<file path="src/rtl/lsosc_pkg.sv">
// Shared types and defaults for the behavioural low-frequency oscillator model.
// States, default divider/settling constants and a counter width helper.
package lsosc_pkg;

  typedef enum logic [1:0] {
    ST_OFF     = 2'd0,
    ST_STARTUP = 2'd1,
    ST_RUN     = 2'd2
  } lsosc_state_t;

  // 48 MHz reference: 2400 cycles per half-period gives 10 kHz, 4800 cycles is 100 us.
  localparam int DIV_HALF_DEF = 2400;
  localparam int PU_DELAY_DEF = 4800;

  function automatic int cnt_width(input int n);
    return (n > 1) ? $clog2(n) : 1;
  endfunction

endpackage

</file>
<file path="src/rtl/lsosc_sync_2ff.sv">
// Two-flop synchronizer for a single asynchronous level into the clk domain.
module sync_2ff (
  input  logic clk,
  input  logic rst_n,
  input  logic d,
  output logic q
);

  logic meta;

  always_ff @(posedge clk or negedge rst_n) begin
    if (!rst_n) begin
      meta <= 1'b0;
      q    <= 1'b0;
    end else begin
      meta <= d;
      q    <= meta;
    end
  end

endmodule

</file>
<file path="src/rtl/lsosc.sv">
// Low-frequency oscillator model: divides the reference clock down to CLKLF after
// a power-up settling delay, with an enable that only ever gates whole high pulses.
module lsosc
  import lsosc_pkg::*;
#(
  parameter int DIV_HALF = DIV_HALF_DEF,
  parameter int PU_DELAY = PU_DELAY_DEF
) (
  input  logic clk,
  input  logic rst_n,
  input  logic CLKLFPU,
  input  logic CLKLFEN,
  output logic CLKLF,
  output logic lf_ready
);

  localparam int DW = cnt_width(DIV_HALF);
  localparam int PW = cnt_width(PU_DELAY);
  localparam logic [DW-1:0] DIV_TC = DW'(DIV_HALF - 1);
  localparam logic [PW-1:0] PU_TC  = PW'(PU_DELAY - 1);

  logic pu_s;
  logic en_s;

  lsosc_state_t  state, state_d;
  logic [PW-1:0] pu_cnt, pu_cnt_d;
  logic [DW-1:0] div_cnt, div_cnt_d;
  logic          phase, phase_d;
  logic          gate_en, gate_en_d;
  logic          ready_d;
  logic          clklf_d;

  sync_2ff u_sync_pu (
    .clk   (clk),
    .rst_n (rst_n),
    .d     (CLKLFPU),
    .q     (pu_s)
  );

  sync_2ff u_sync_en (
    .clk   (clk),
    .rst_n (rst_n),
    .d     (CLKLFEN),
    .q     (en_s)
  );

  always_ff @(posedge clk or negedge rst_n) begin
    if (!rst_n) begin
      state    <= ST_OFF;
      pu_cnt   <= '0;
      div_cnt  <= '0;
      phase    <= 1'b0;
      gate_en  <= 1'b0;
      lf_ready <= 1'b0;
      CLKLF    <= 1'b0;
    end else begin
      state    <= state_d;
      pu_cnt   <= pu_cnt_d;
      div_cnt  <= div_cnt_d;
      phase    <= phase_d;
      gate_en  <= gate_en_d;
      lf_ready <= ready_d;
      CLKLF    <= clklf_d;
    end
  end

  // Everything defaults to the OFF values, so leaving RUN/STARTUP clears all state.
  always_comb begin
    state_d   = state;
    pu_cnt_d  = '0;
    div_cnt_d = '0;
    phase_d   = 1'b0;
    gate_en_d = 1'b0;
    ready_d   = 1'b0;

    case (state)
      ST_OFF: begin
        if (pu_s) state_d = ST_STARTUP;
      end
      ST_STARTUP: begin
        if (!pu_s) begin
          state_d = ST_OFF;
        end else if (pu_cnt == PU_TC) begin
          state_d = ST_RUN;
          ready_d = 1'b1;
        end else begin
          pu_cnt_d = pu_cnt + 1'b1;
        end
      end
      ST_RUN: begin
        if (!pu_s) begin
          state_d = ST_OFF;
        end else begin
          ready_d   = 1'b1;
          phase_d   = phase;
          gate_en_d = gate_en;
          if (div_cnt == DIV_TC) begin
            phase_d = ~phase;
            // Enable is sampled only at a rising phase so a pulse is never cut short.
            if (!phase) gate_en_d = en_s;
          end else begin
            div_cnt_d = div_cnt + 1'b1;
          end
        end
      end
      default: state_d = ST_OFF;
    endcase

    clklf_d = phase_d & gate_en_d;
  end

endmodule

</file>
<file path="config.mk">
export PLATFORM = sky130hd
export DESIGN_NAME = lsosc
export DESIGN_NICKNAME = d
export VERILOG_FILES = /design/src/rtl/lsosc_pkg.sv /design/src/rtl/lsosc_sync_2ff.sv /design/src/rtl/lsosc.sv
export SDC_FILE = /design/constraint.sdc
export NUM_CORES = 1
export LEC_CHECK = 0
export ABC_AREA = 0
export CELL_PAD_IN_SITES_DETAIL_PLACEMENT = 0
export CELL_PAD_IN_SITES_GLOBAL_PLACEMENT = 2
export CORE_MARGIN = 2
export CORE_UTILIZATION = 40
export DETAILED_ROUTE_END_ITERATION = 12
export GPL_TIMING_DRIVEN = 0
export PLACE_DENSITY_LB_ADDON = 0.1
export SLEW_MARGIN = 25
export SYNTH_ARGS = -nofsm -noshare
export SYNTH_HDL_FRONTEND = slang
export SYNTH_SLANG_ARGS = --single-unit
</file>
<file path="constraint.sdc">
create_clock -name clk -period 4.6 [get_ports clk]
set_clock_uncertainty 0.1 [all_clocks]
set_input_delay 0.92 -clock clk [delete_from_list [all_inputs] [get_ports clk]]
set_output_delay 0.92 -clock clk [all_outputs]
set_load 0.05 [all_outputs]
</file>
==> flow_metrics.env <==
export IMPL_setup_viol=0
export IMPL_root_buffer="clkbuf_8"
export IMPL_yosysUniqueCellTypes=30
export IMPL_finalCritPeriodShare=0.532
export IMPL_hpwl_mm=2.14
export IMPL_timing_final_crit_period_ps=2450
export IMPL_final_cell_mix="dfrtp_1 (35), nor2_1 (30), nand3_1 (15)"
export IMPL_p_leak_nw=0.766
export IMPL_dieArea_um2=4690
export IMPL_crit_chain="clkdlybuf4s50_1"
export IMPL_fp_row_count=23
export IMPL_synth_nets=171
export IMPL_critPathTopFamily="buffers and inverters"
export IMPL_clock_sinks=35
export IMPL_drtIter0Drc=73
export IMPL_power_density_nw_per_um2=335
export IMPL_hold_path_class="flop to flop"
export IMPL_switching_share=0.246
export IMPL_worst_pin_slew_ps=521
export IMPL_clkTransAtPathRegs_ps=70
export IMPL_drc=0
export IMPL_top_level_ports=6
export IMPL_layout_commonest_cell="dfrtp_1"
export IMPL_intPower_uw=479
export IMPL_io_buffers=5
export IMPL_dp_cells=218
export IMPL_overflow=0
export IMPL_dr_pass1_iters=4
export IMPL_peakVddDrop_mv=0.146
export IMPL_switching_power_uw=157
export IMPL_required_ps=3580
export IMPL_cpPeakStageDelay_ps=810
export IMPL_syn_inst=162
export IMPL_post_cts_buffers=0
export IMPL_hold_viol=0
export IMPL_ctsResizeCount=0
export IMPL_power_frac_seq=0.518
export IMPL_crit_buf_inv=1
export IMPL_status="complete, no violations"
export IMPL_num_fill_cells=392
export IMPL_htree_levels=2
export IMPL_pre_cts_slack_ps=2460
export IMPL_drive_above_1_share=0.0795
export IMPL_gp_routability_congestion=0.748
export IMPL_path_class="flop to output port"
export IMPL_fin_tns_setup_ps=0
export IMPL_numCtsBuffers=5
export IMPL_start_util=0.415
export IMPL_drv_cap=0
export IMPL_clockBufferDepth=2
export IMPL_synth_seq_cells=35
export IMPL_holdWs_ps=249
export IMPL_relSlewSlack=0.652
export IMPL_setup_ws_ps=2150
export IMPL_cpMaxStageDelayCell="clkdlybuf4s50_1"
export IMPL_syn_avg_cell_area_um2=10.3
export IMPL_dr_total_vias=1134
export IMPL_antenna_found_initial=0
export IMPL_grt_setup_unrepaired="no"
export IMPL_ys_seq_area_frac=0.527
export IMPL_comb_power_share=0.101
export IMPL_chipHeight_um=68.5
export IMPL_fin_nets=184
export IMPL_n_antenna_cell=0
export IMPL_final_core_util=0.474
export IMPL_wl_per_cell_um=13.4
export IMPL_synth_area_um2=1660
export IMPL_fin_cells=226
export IMPL_cp_end_kind="output port"
export IMPL_fmax_mhz=409
export IMPL_syn_to_final_growth_pct=14.2
export IMPL_cp_max_fo=1
export IMPL_grt_pass1_vias=1108
export IMPL_p_clk_frac=0.381
export IMPL_cts_tree="built"
export IMPL_totalWireLength_mm=3.03
export IMPL_finalPower_uw=636
export IMPL_drtAntennaViolNets=0
export IMPL_slew_violations=0
export IMPL_cts_hold_buf=0
export IMPL_grt_usage=0.160
export IMPL_die_w_um=68.5
export IMPL_grt_pass1_wl_mm=5.29
export IMPL_avgViaCountPerCell=5.02
export IMPL_cp_start_kind="flop"
export IMPL_dpl_cell_area_um2=1800
export IMPL_core_area_um2=4000
export IMPL_clkLatencyLatePin_ps=280
export IMPL_final_area_um2=1900
export IMPL_cp_data_arrival_time_ps=1430
export IMPL_grt_max_degree=23
export IMPL_ys_warn_count=0
-- worst reg2reg max path, delay by kind of cell, from the launching register on --
family,cells,cell delay [ps]
buffers and inverters,1,250
adders and majority gates,1,260
DFF,1,430
and+or+nand+nor,4,750
-- layer usage --
layer	track usage	part of all wire	vias to the layer above
li1	-	-	573
met1	0.230	0.52	549
met2	0.214	0.44	10
met3	0.0592	0.029	2
met4	0.0675	0.0076	0
met5	0	0	-
-- final cells by class --
type                    instances  area [um^2]  share of cell area
multi-input cells             117          739               0.390
clock buffers                   8          100              0.0528
flip-flops and latches         35          876               0.462
plain buffers                   2         16.3             0.00858
repair buffers                  6         72.6              0.0383
well taps                      50         62.6              0.0330
inverters                       8         30.0              0.0158
-- registers in the layout, summed over array words and instances, names as in the netlist --
register	flops
phase	1
state	2
lf_ready	1
gate_en	1
u_sync_pu.q	1
div_cnt	12
CLKLF	1
u_sync_pu.meta	1
pu_cnt	13
u_sync_en.q	1
u_sync_en.meta	1
-- cell families (layout without fill, tap and decap cells) --
| family | Yosys count | count (layout) | share of synthesized area |
|---|---|---|---|
| buf+inv | 10 | 24 | 0.0279 |
| simple gates | 80 | 80 | 0.253 |
| fa+ha+maj | 5 | 5 | 0.0377 |
| xor+xnor | 22 | 22 | 0.116 |
| compound gates | 10 | 10 | 0.0384 |
| flops | 35 | 35 | 0.527 |
-- path summary, 6_finish.rpt --
check / cells after the start / startpoint / slack, ps / to
max in group asynchronous: 2 / rst_n / 3520 / pu_cnt[1]
min in group asynchronous: 1 / rst_n / 450 / state[0]
worst min-delay path: 0 / u_sync_en.meta / 250 / u_sync_en.q
worst max-delay path: 1 / lf_ready / 2150 / lf_ready
worst min register to register: 0 / u_sync_en.meta / 250 / u_sync_en.q
worst max register to register: 6 / pu_cnt[0] / 2700 / pu_cnt[6]
-- cells in the mapped netlist --
master | n | area [um^2]
dfrtp_1 | 35 | 876
nor2_1 | 30 | 113
nand3_1 | 15 | 75.1
xnor2_1 | 14 | 123
nand2_1 | 10 | 37.5
inv_1 | 8 | 30.0
xor2_1 | 8 | 70.1
ha_1 | 5 | 62.6
a21oi_1 | 4 | 20.0
nand4_1 | 4 | 25.0
nor4_1 | 4 | 25.0
and3_1 | 3 | 18.8
nor3_1 | 3 | 15.0
and2_1 | 2 | 12.5
o21ai_0 | 2 | 10.0
a211o_1 | 1 | 8.76
a211oi_1 | 1 | 7.51
a21bo_2 | 1 | 10.0
and3b_1 | 1 | 8.76
buf_2 | 1 | 5.00
buf_6 | 1 | 11.3
nand2b_1 | 1 | 6.26
nand3b_1 | 1 | 7.51
nand4_4 | 1 | 21.3
nand4bb_1 | 1 | 11.3
nor3b_1 | 1 | 7.51
nor4_4 | 1 | 21.3
nor4b_1 | 1 | 8.76
o211ai_1 | 1 | 7.51
or2_1 | 1 | 6.26
-- power groups by stage --
stage / logic [mW] / registers [mW] / clock network, mW
6_report: 0.0643 / 0.329 / 0.242
5_1_grt: 0.0746 / 0.332 / 0.267
4_1_cts: 0.0657 / 0.329 / 0.251
3_5_place_dp: 0.0653 / 0.335 / 0
3_3_place_gp: 0.0609 / 0.336 / 0
2_1_floorplan: 0.0429 / 0.333 / 0
No activity file was read; power rests on OpenSTA's default activity.
